==> src/rtl/loop_counter.sv <==
// loop_counter: programmable up/down loop counter with
// free-run, saturate, reload and one-shot terminal modes.
module loop_counter #(
  parameter int WORD_SIZE  = 32,
  parameter int STEP_WIDTH = 8,
  parameter int NEG_EDGE   = 1
) (
  input  logic                  clk,
  input  logic                  rst,
  input  logic                  clear,
  input  logic                  load,
  input  logic [WORD_SIZE-1:0]  load_data,
  input  logic [WORD_SIZE-1:0]  limit,
  input  logic [STEP_WIDTH-1:0] step,
  input  logic                  dir,
  input  logic [1:0]            mode,
  input  logic                  count_enable,
  output logic [WORD_SIZE-1:0]  count,
  output logic                  at_limit,
  output logic                  done,
  output logic                  overflow
);

  localparam int XW = WORD_SIZE + 1;
  localparam int PADW = XW - STEP_WIDTH;

  localparam logic [0:0] ST_RUN  = 1'b0;
  localparam logic [0:0] ST_HALT = 1'b1;

  localparam logic [1:0] M_FREE    = 2'b00;
  localparam logic [1:0] M_SAT     = 2'b01;
  localparam logic [1:0] M_RELOAD  = 2'b10;
  localparam logic [1:0] M_ONESHOT = 2'b11;

  logic [WORD_SIZE-1:0] count_q, count_d;
  logic [WORD_SIZE-1:0] reload_q, reload_d;
  logic                 done_q, done_d;
  logic                 ovf_q, ovf_d;
  logic [0:0]           state_q, state_d;

  logic [XW-1:0]        step_x;
  logic [XW-1:0]        sum_x;
  logic [XW-1:0]        diff_x;
  logic [XW-1:0]        next_x;
  logic [WORD_SIZE-1:0] next_w;
  logic                 carry;
  logic                 step_nz;
  logic                 hit_up;
  logic                 hit_dn;
  logic                 hit;
  logic                 advance;

  // Extended-width arithmetic: top bit carries the wrap indication
  always_comb begin
    step_x  = {{PADW{1'b0}}, step};
    sum_x   = {1'b0, count_q} + step_x;
    diff_x  = {1'b0, count_q} - step_x;
    next_x  = dir ? diff_x : sum_x;
    next_w  = next_x[WORD_SIZE-1:0];
    carry   = next_x[WORD_SIZE];
    step_nz = |step;
    hit_up  = sum_x >= {1'b0, limit};
    hit_dn  = diff_x[WORD_SIZE] ||
              (diff_x[WORD_SIZE-1:0] <= limit);
    hit     = step_nz & (dir ? hit_dn : hit_up);
    advance = count_enable & step_nz &
              (state_q == ST_RUN);
  end

  // Next-state selection: clear beats load beats counting
  always_comb begin
    count_d  = count_q;
    reload_d = reload_q;
    done_d   = 1'b0;
    ovf_d    = ovf_q;
    state_d  = state_q;
    if (clear) begin
      count_d  = '0;
      reload_d = '0;
      ovf_d    = 1'b0;
      state_d  = ST_RUN;
    end else if (load) begin
      count_d  = load_data;
      reload_d = load_data;
      ovf_d    = 1'b0;
      state_d  = ST_RUN;
    end else if (advance) begin
      unique case (mode)
        M_FREE: begin
          count_d = next_w;
          if (carry) begin
            done_d = 1'b1;
            ovf_d  = 1'b1;
          end
        end
        M_SAT: begin
          if (hit) begin
            count_d = limit;
            done_d  = (count_q != limit);
          end else begin
            count_d = next_w;
          end
        end
        M_RELOAD: begin
          if (hit) begin
            count_d = reload_q;
            done_d  = 1'b1;
          end else begin
            count_d = next_w;
          end
        end
        M_ONESHOT: begin
          if (hit) begin
            count_d = limit;
            done_d  = 1'b1;
            state_d = ST_HALT;
          end else begin
            count_d = next_w;
          end
        end
        default: begin
          count_d = count_q;
        end
      endcase
    end
  end

  generate
    if (NEG_EDGE != 0) begin : g_neg
      // State registers updated on the falling clock edge
      always_ff @(negedge clk or negedge rst) begin
        if (!rst) begin
          count_q  <= '0;
          reload_q <= '0;
          done_q   <= 1'b0;
          ovf_q    <= 1'b0;
          state_q  <= ST_RUN;
        end else begin
          count_q  <= count_d;
          reload_q <= reload_d;
          done_q   <= done_d;
          ovf_q    <= ovf_d;
          state_q  <= state_d;
        end
      end
    end else begin : g_pos
      // State registers updated on the rising clock edge
      always_ff @(posedge clk or negedge rst) begin
        if (!rst) begin
          count_q  <= '0;
          reload_q <= '0;
          done_q   <= 1'b0;
          ovf_q    <= 1'b0;
          state_q  <= ST_RUN;
        end else begin
          count_q  <= count_d;
          reload_q <= reload_d;
          done_q   <= done_d;
          ovf_q    <= ovf_d;
          state_q  <= state_d;
        end
      end
    end
  endgenerate

  // Outputs: registered state plus a live limit compare
  always_comb begin
    count    = count_q;
    done     = done_q;
    overflow = ovf_q;
    at_limit = (count_q == limit);
  end

endmodule

==> config.mk <==
export PLATFORM = sky130hd
export DESIGN_NAME = loop_counter
export DESIGN_NICKNAME = d
export VERILOG_FILES = /design/src/rtl/loop_counter.sv
export SDC_FILE = /design/constraint.sdc
export NUM_CORES = 1
export LEC_CHECK = 0
export CORE_MARGIN = 2
export CORE_UTILIZATION = 54
export CTS_CLUSTER_DIAMETER = 150
export DETAILED_ROUTE_END_ITERATION = 10
export GPL_TIMING_DRIVEN = 0
export HOLD_SLACK_MARGIN = 0.15
export PLACE_DENSITY = 0.79
export SKIP_LAST_GASP = 1
export SLEW_MARGIN = 10
export SYNTH_ARGS = -nofsm -noshare
export SYNTH_HDL_FRONTEND = slang
export SYNTH_SLANG_ARGS = --single-unit
==> constraint.sdc <==
create_clock -name clk -period 13 [get_ports clk]
set_input_delay 2.6 -clock clk [delete_from_list [all_inputs] [get_ports clk]]
set_output_delay 2.6 -clock clk [all_outputs]
set_load 0.01 [all_outputs]
# ---- After elaboration in Yosys (flattened, before gate mapping)
# Cells that the tools add are included.
dict set report totals {
  inputBits 80
  elab_cells 58
  ff_bits 67
  out_inout_bits 35
}
dict set report classes {
  magnitude_cmp 2
  n_eq_ne 5
  bitwise_logic 4
  n_mux 27
  n_addsub 2
  reduce_logical 13
}
# cell count
set op_table {}
lappend op_table {{$mux 32} 7}
lappend op_table {{$pmux 32 s3} 1}
lappend op_table {{$add 32x8->33} 1}
lappend op_table {{$ge 33x32->1} 1}
lappend op_table {{$mux 33} 1}
lappend op_table {{$sub 32x8->33} 1}
lappend op_table {{$eq 32x32->1} 1}
lappend op_table {{$le 32x32->1} 1}
lappend op_table {{$ne 32x32->1} 1}
lappend op_table {{$mux 1} 17}
lappend op_table {{$reduce_bool 3->1} 5}
lappend op_table {{$reduce_or 8->1} 1}
lappend op_table {{$reduce_and 3->1} 2}
lappend op_table {{$eq 2x2->1 const B} 2}
lappend op_table {{$reduce_or 2->1} 2}
lappend op_table {{$and 1x1->1} 3}
lappend op_table {{$pmux 1 s3} 1}
lappend op_table {{$eq 2x1->1 const B} 1}
lappend op_table {{$logic_not 2->1} 1}
lappend op_table {{$reduce_bool 2->1} 1}
lappend op_table {{$logic_or 1x1->1} 1}
lappend op_table {{$not 1->1} 1}

# ---- Longest topological paths before layout
# Gate-level depths: netlist of run 1.
dict set report logic_depth {
  word_depth 10
  ltp_mapped 23
  mapped_depth_nobuf 20
}

==> flow_summary.json, run 1 <==
{
  "p_leak_nw": 4.94,
  "ys.flop_type": "dfrtn_1",
  "synth_seq_cells": 67,
  "die_h_um": 124,
  "io_pins": 115,
  "top_usage_layer": "met2",
  "track_usage": 0.410,
  "synthDistinctLibCells": 78,
  "synth_largest_area_cell": "dfrtn_1",
  "clk_latency_ps": 340,
  "drt_iter0_markers": 1406,
  "hold_class": "reg -> reg",
  "tightest_slew_ps": 966,
  "clockRootBuffer": "clkbuf_16",
  "core_area_um2": 14000,
  "syn_avg_cell_area_um2": 8.06,
  "cp.required_ps": 6660,
  "status": "complete, but fails checks",
  "fin_area_um2": 11100,
  "firstDrtPassIters": 6,
  "wl_per_cell_um": 24.7,
  "grt_pass1_vias": 8779,
  "dpl.hpwl_um": 23200,
  "powerDensity_nw_per_um2": 92.3,
  "cp_data_arrival_time_ps": 7020,
  "hold_viol": 0,
  "drcViolationCount": 0,
  "drv_cap": 0,
  "setup_ws_ps": -361,
  "gp_congestion": 1.04,
  "synth_cells": 970,
  "whs_ps": 454,
  "dieWidth_um": 124,
  "clkTransAtPathRegs_ps": 40,
  "grt_use_met3": 0.112,
  "area_growth_pct": 42.5,
  "vias": 9224,
  "slew_headroom": 0.353,
  "crit_path_max_fanout": 7,
  "htreeDepth": 3,
  "vias_per_cell": 6.71,
  "antennaDiodeCount": 0,
  "cts_buffer_depth": 2,
  "antenna_found_initial": 0,
  "cts_tree": "yes",
  "async_flop_share": 1.00,
  "cts_sinks": 67,
  "setup_violations": 34,
  "ir_worst_vdd_mv": 0.0960,
  "ant_nets": 0,
  "nNetsFinal": 1352,
  "syn-num-nets": 1132,
  "violations": "negative setup slack",
  "drv_slew": 0,
  "placed_area_um2": 9250,
  "syn_area_um2": 7820,
  "synth_top_cell_area_share": 0.214,
  "dieArea_um2": 15500,
  "clock_skew_ps": 7.59,
  "rsz0062_at_grt": "true",
  "use_met1": 0.558,
  "use_met2": 0.616,
  "numCtsBuffers": 9,
  "synth_area_leaders": "dfrtn_1 (21%), ha_1 (13%), xor2_1 (6.5%), mux2i_1 (4.9%), xnor2_1 (4.8%)",
  "fp-row-count": 43,
  "worst_setup_path_end_kind": "flop",
  "drive_above_1_share": 0.221,
  "start_util": 0.557,
  "synth-edff-count": 0,
  "ys_seq_area_frac": 0.214,
  "yosys_warnings": 0,
  "cts-hold-fix-buffers": 0,
  "grt_overflow": 0,
  "critPathKind": "in -> reg",
  "post-place-ws_ps": -1680,
  "crit_path_start_kind": "input pin",
  "port_buffers": 113,
  "grt_max_degree": 38,
  "wirelength_um": 34000,
  "grt_first_pass_wirelength_um": 49600,
  "power.total_mw": 1.03
}
cell usage in the layout, fill, tap and decap left out, drive strengths merged, types with 43 or more instances in the layout:
master,netlist,final
nand2,77,77
o21ai,71,71
xnor2,43,43
a21oi,52,52
buf,17,121
clkdlybuf4s50,0,104
clkbuf,51,59
dfrtn,67,67
nor2,87,87
xor2,58,58
inv,60,60
ha,80,80
metal layers:
layer	part of all wire	wire length (um)	vias to the layer above
met2	0.43	14500	760
met5	0	0	-
li1	-	-	3955
met4	0.056	1910	0
met3	0.15	4930	177
met1	0.37	12700	4332
metrics by stage:
step,util,TNS (ps),cells
after floorplan,-,0,970
after global placement,0.658,-52820,1263
after detailed placement,0.659,-51200,1264
after CTS,0.769,-2100,1357
after global routing,0.794,-11660,1375
final,0.794,-7520,1375
registers in the layout (all words and copies together) (netlist names):
register / cells
count: 32
state_q: 1
done: 1
overflow: 1
reload_q: 32
path summary, 6_finish.rpt:
path | start | endpoint | cells after the start | slack [ps]
hold / removal | overflow | overflow | 1 | 450
min in group asynchronous | rst | reload_q[0] | 1 | 8580
hold reg to reg | overflow | overflow | 1 | 450
setup / recovery | step[1] | count[27] | 24 | -360
setup reg to reg | count[14] | count[27] | 20 | 7590
max in group asynchronous | rst | count[21] | 2 | 3840
cells in the mapped netlist, drive strengths merged, types with 3 or more instances:
library cell	instances
nand4	14
a21oi	52
o21a	7
o31a	3
o211ai	4
or4	4
o21bai	3
clkbuf	51
nor4	18
ha	80
buf	17
nand3b	5
and3	16
mux2i	38
a31oi	5
o22ai	21
a22oi	11
xnor2	43
a21o	6
dfrtn	67
nand3	20
a21boi	3
a2111oi	4
a221oi	18
nand2b	8
nand2	77
or2	4
a221o	13
and2	3
nor3	15
o2111a	5
nor2b	4
o21ai	71
mux2	3
inv	60
a211oi	16
or3	4
o2111ai	3
xor2	58
nor2	87
cell families (layout without fill, tap and decap cells):
group                      count (synthesis)  count (layout)  synth area share
and+or+nand+nor                          289             289             0.183
AOI/OAI and AO/OA                        262             262             0.234
buffers and inverters                    128             353            0.0691
xor gates and xnor gates                 101             101             0.113
adders and majority gates                 82              82             0.133
DFF                                       67              67             0.214
muxes                                     41              41            0.0529
where the power goes:
part / switching (mW) / internal (mW)
clock network: 0.0962 / 0.153
logic: 0.297 / 0.239
registers: 0.0177 / 0.225
critical path, stage by stage:
cell	delay, ps
buf_8	100
inv_6	60
ha_4	200
nor2b_4	130
o31a_1	320
o311ai_4	410
nand2_2	140
buf_6	160
nor2_4	100
nand2_2	80
xnor2_2	170
ha_1	330
nand4_1	230
nor4_4	290
nand2_1	160
nor3_2	240
o32ai_2	130
a21boi_4	200
buf_6	160
buf_6	130
clkbuf_16	150
a221oi_1	280
o32a_1	190
nor2_1	40
timing repair:
item | in CTS | in global routing
pin swaps | 67 | 58
setup endpoints to repair | 34 | 34
buffers inserted | 79 | 18
gates cloned | 3 | 1
gates resized for setup | 150 | 56
area by class of cell:
type / count / area [um^2]
repair buffers: 214 / 2060
inverters: 60 / 235
flip-flops and latches: 67 / 1680
plain buffers: 63 / 355
clock buffers: 10 / 239
multi-input cells: 775 / 6290
clock inverters: 6 / 65.1
fillers: 904 / 2890
well taps: 180 / 225
No activity file was read; power rests on OpenSTA's default activity.
==> run 2: changes to the inputs <==
--- a/config.mk
+++ b/config.mk
@@ -12,6 +12,7 @@
 export GPL_TIMING_DRIVEN = 0
 export HOLD_SLACK_MARGIN = 0.15
 export PLACE_DENSITY = 0.79
+export SETUP_SLACK_MARGIN = 0.2
 export SKIP_LAST_GASP = 1
 export SLEW_MARGIN = 10
 export SYNTH_ARGS = -nofsm -noshare
==> run 2 against run 1 <==
Effect of this change: register-to-register slack improved by 130 ps; sequential share of layout area up 0.26 points; sequential power is essentially flat; clock skew down 3.9 ps; utilization decreased by 1.3 points; the run still ends with negative setup slack left.
==> flow_summary.json, run 2 (synthesis results as in run 1) <==
{
  "hold_class": "reg -> reg",
  "critPathKind": "in -> reg",
  "vias_per_cell": 6.67,
  "tightest_slew_ps": 885,
  "dpl.hpwl_um": 23900,
  "crit_path_max_fanout": 10,
  "htreeDepth": 3,
  "grt_pass1_vias": 8717,
  "layout_commonest_cell": "clkdlybuf4s50_1",
  "use_met2": 0.605,
  "rsz0062_at_grt": "true",
  "wirelength_um": 33300,
  "dieWidth_um": 124,
  "setup_violations": 33,
  "p_leak_nw": 4.86,
  "numCtsBuffers": 9,
  "drv_cap": 0,
  "ant_nets": 0,
  "worst_setup_path_end_kind": "flop",
  "dp.cells": 1264,
  "start_util": 0.557,
  "wl_per_cell_um": 24.5,
  "drv_slew": 0,
  "fin_cells": 1361,
  "whs_ps": 452,
  "cp_cell_sequence": "buf_8 > clkinvlp_4 > ha_4 > nor2b_4 > o31a_1 > o311ai_4 > nand2_2 > buf_4 > nor4_4 > xor2_1 > ha_1 > a21oi_2 > o21ai_2 > a2111oi_2 > o21ai_1 > o32ai_2 > a21boi_4 > buf_4 > o21ai_4 > buf_8 > a221oi_2 > o22ai_1",
  "cp.required_ps": 6650,
  "area_growth_pct": 40.1,
  "vias": 9079,
  "violations": "negative setup slack",
  "layout_common_cells": "clkdlybuf4s50_1 (104), nor2_1 (81), nand2_1 (75)",
  "clockRootBuffer": "clkbuf_16",
  "drt_iter0_markers": 1348,
  "gp_congestion": 1.03,
  "placed_area_um2": 9410,
  "cts_tree": "yes",
  "firstDrtPassIters": 6,
  "status": "complete, but fails checks",
  "grt_overflow": 0,
  "fin_area_um2": 11000,
  "grt_max_degree": 46,
  "nNetsFinal": 1337,
  "crit_path_start_kind": "input pin",
  "drive_above_1_share": 0.208,
  "ir_worst_vdd_mv": 0.104,
  "use_met1": 0.545,
  "drcViolationCount": 0,
  "cp_data_arrival_time_ps": 6970,
  "io_pins": 115,
  "cpMaxStageDelayCell": "a2111oi_2",
  "clock_skew_ps": 3.72,
  "top_usage_layer": "met2",
  "antenna_found_initial": 1,
  "cpPeakStageDelay_ps": 380,
  "fp-row-count": 43,
  "cts_sinks": 67,
  "die_h_um": 124,
  "dieArea_um2": 15500,
  "grt_use_met3": 0.120,
  "slew_headroom": 0.409,
  "cts_buffer_depth": 2,
  "powerDensity_nw_per_um2": 94.2,
  "power.total_mw": 1.03,
  "track_usage": 0.405,
  "hold_viol": 0,
  "core_area_um2": 14000,
  "clk_latency_ps": 340,
  "grt_first_pass_wirelength_um": 49400,
  "clkTransAtPathRegs_ps": 40,
  "setup_ws_ps": -328,
  "port_buffers": 113
}
## run 2: layer usage
layer  part of all wire  up-vias
met2               0.43      718
met5                  0        -
met1               0.39     4281
met3               0.13      146
met4              0.050        0
li1                   -     3934
## run 2: path summary, 6_finish.rpt
path | from | endpoint | slack (ps) | cells after the start
hold reg to reg | overflow | overflow | 450 | 1
max in group asynchronous | rst | count[25] | 3890 | 2
hold / removal | overflow | overflow | 450 | 1
setup / recovery | step[1] | count[30] | -330 | 22
min in group asynchronous | rst | reload_q[3] | 8540 | 1
setup reg to reg | count[15] | count[30] | 7720 | 21
## run 2: report_power, final
part           switching (mW)  leakage [nW]  internal (mW)  total (mW)
sequential             0.0167         0.885          0.225       0.242
clock                  0.0964         0.155          0.173       0.269
combinational           0.292          3.82          0.230       0.522
## run 2: stage by stage
stage / utilization / worst slack [ps] / TNS, ps
after floorplan: - / 130 / 0
after global placement: 0.669 / -1550 / -49950
after detailed placement: 0.670 / -1620 / -52780
after CTS: 0.757 / -135 / -1960
after global routing: 0.780 / -434 / -11000
final: 0.781 / -328 / -6590
## run 2: critical path, delay by kind of cell
kind	cells	cell delay, ps
simple gates	3	380
compound gates	11	2500
xor+xnor	1	250
fa+ha+maj	2	520
buf+inv	5	710
## run 2: final cells by class
cell class	count	area [um^2]
Fill cell	986	3080
Timing Repair Buffer	194	1850
Inverter	60	229
Tap cell	180	225
Antenna cell	1	2.50
Buffer	68	400
Clock buffer	10	239
Sequential cell	67	1680
Clock inverter	6	88.8
Multi-Input combinational cell	775	6250
## run 2: what timing repair did
item | 4_1_cts | 5_1_grt
gates resized for setup | 120 | 36
cloned | 2 | 1
setup endpoints to repair | 34 | 34
buffers inserted | 58 | 19
pin swaps | 69 | 47
hold buffers | 0 | 0
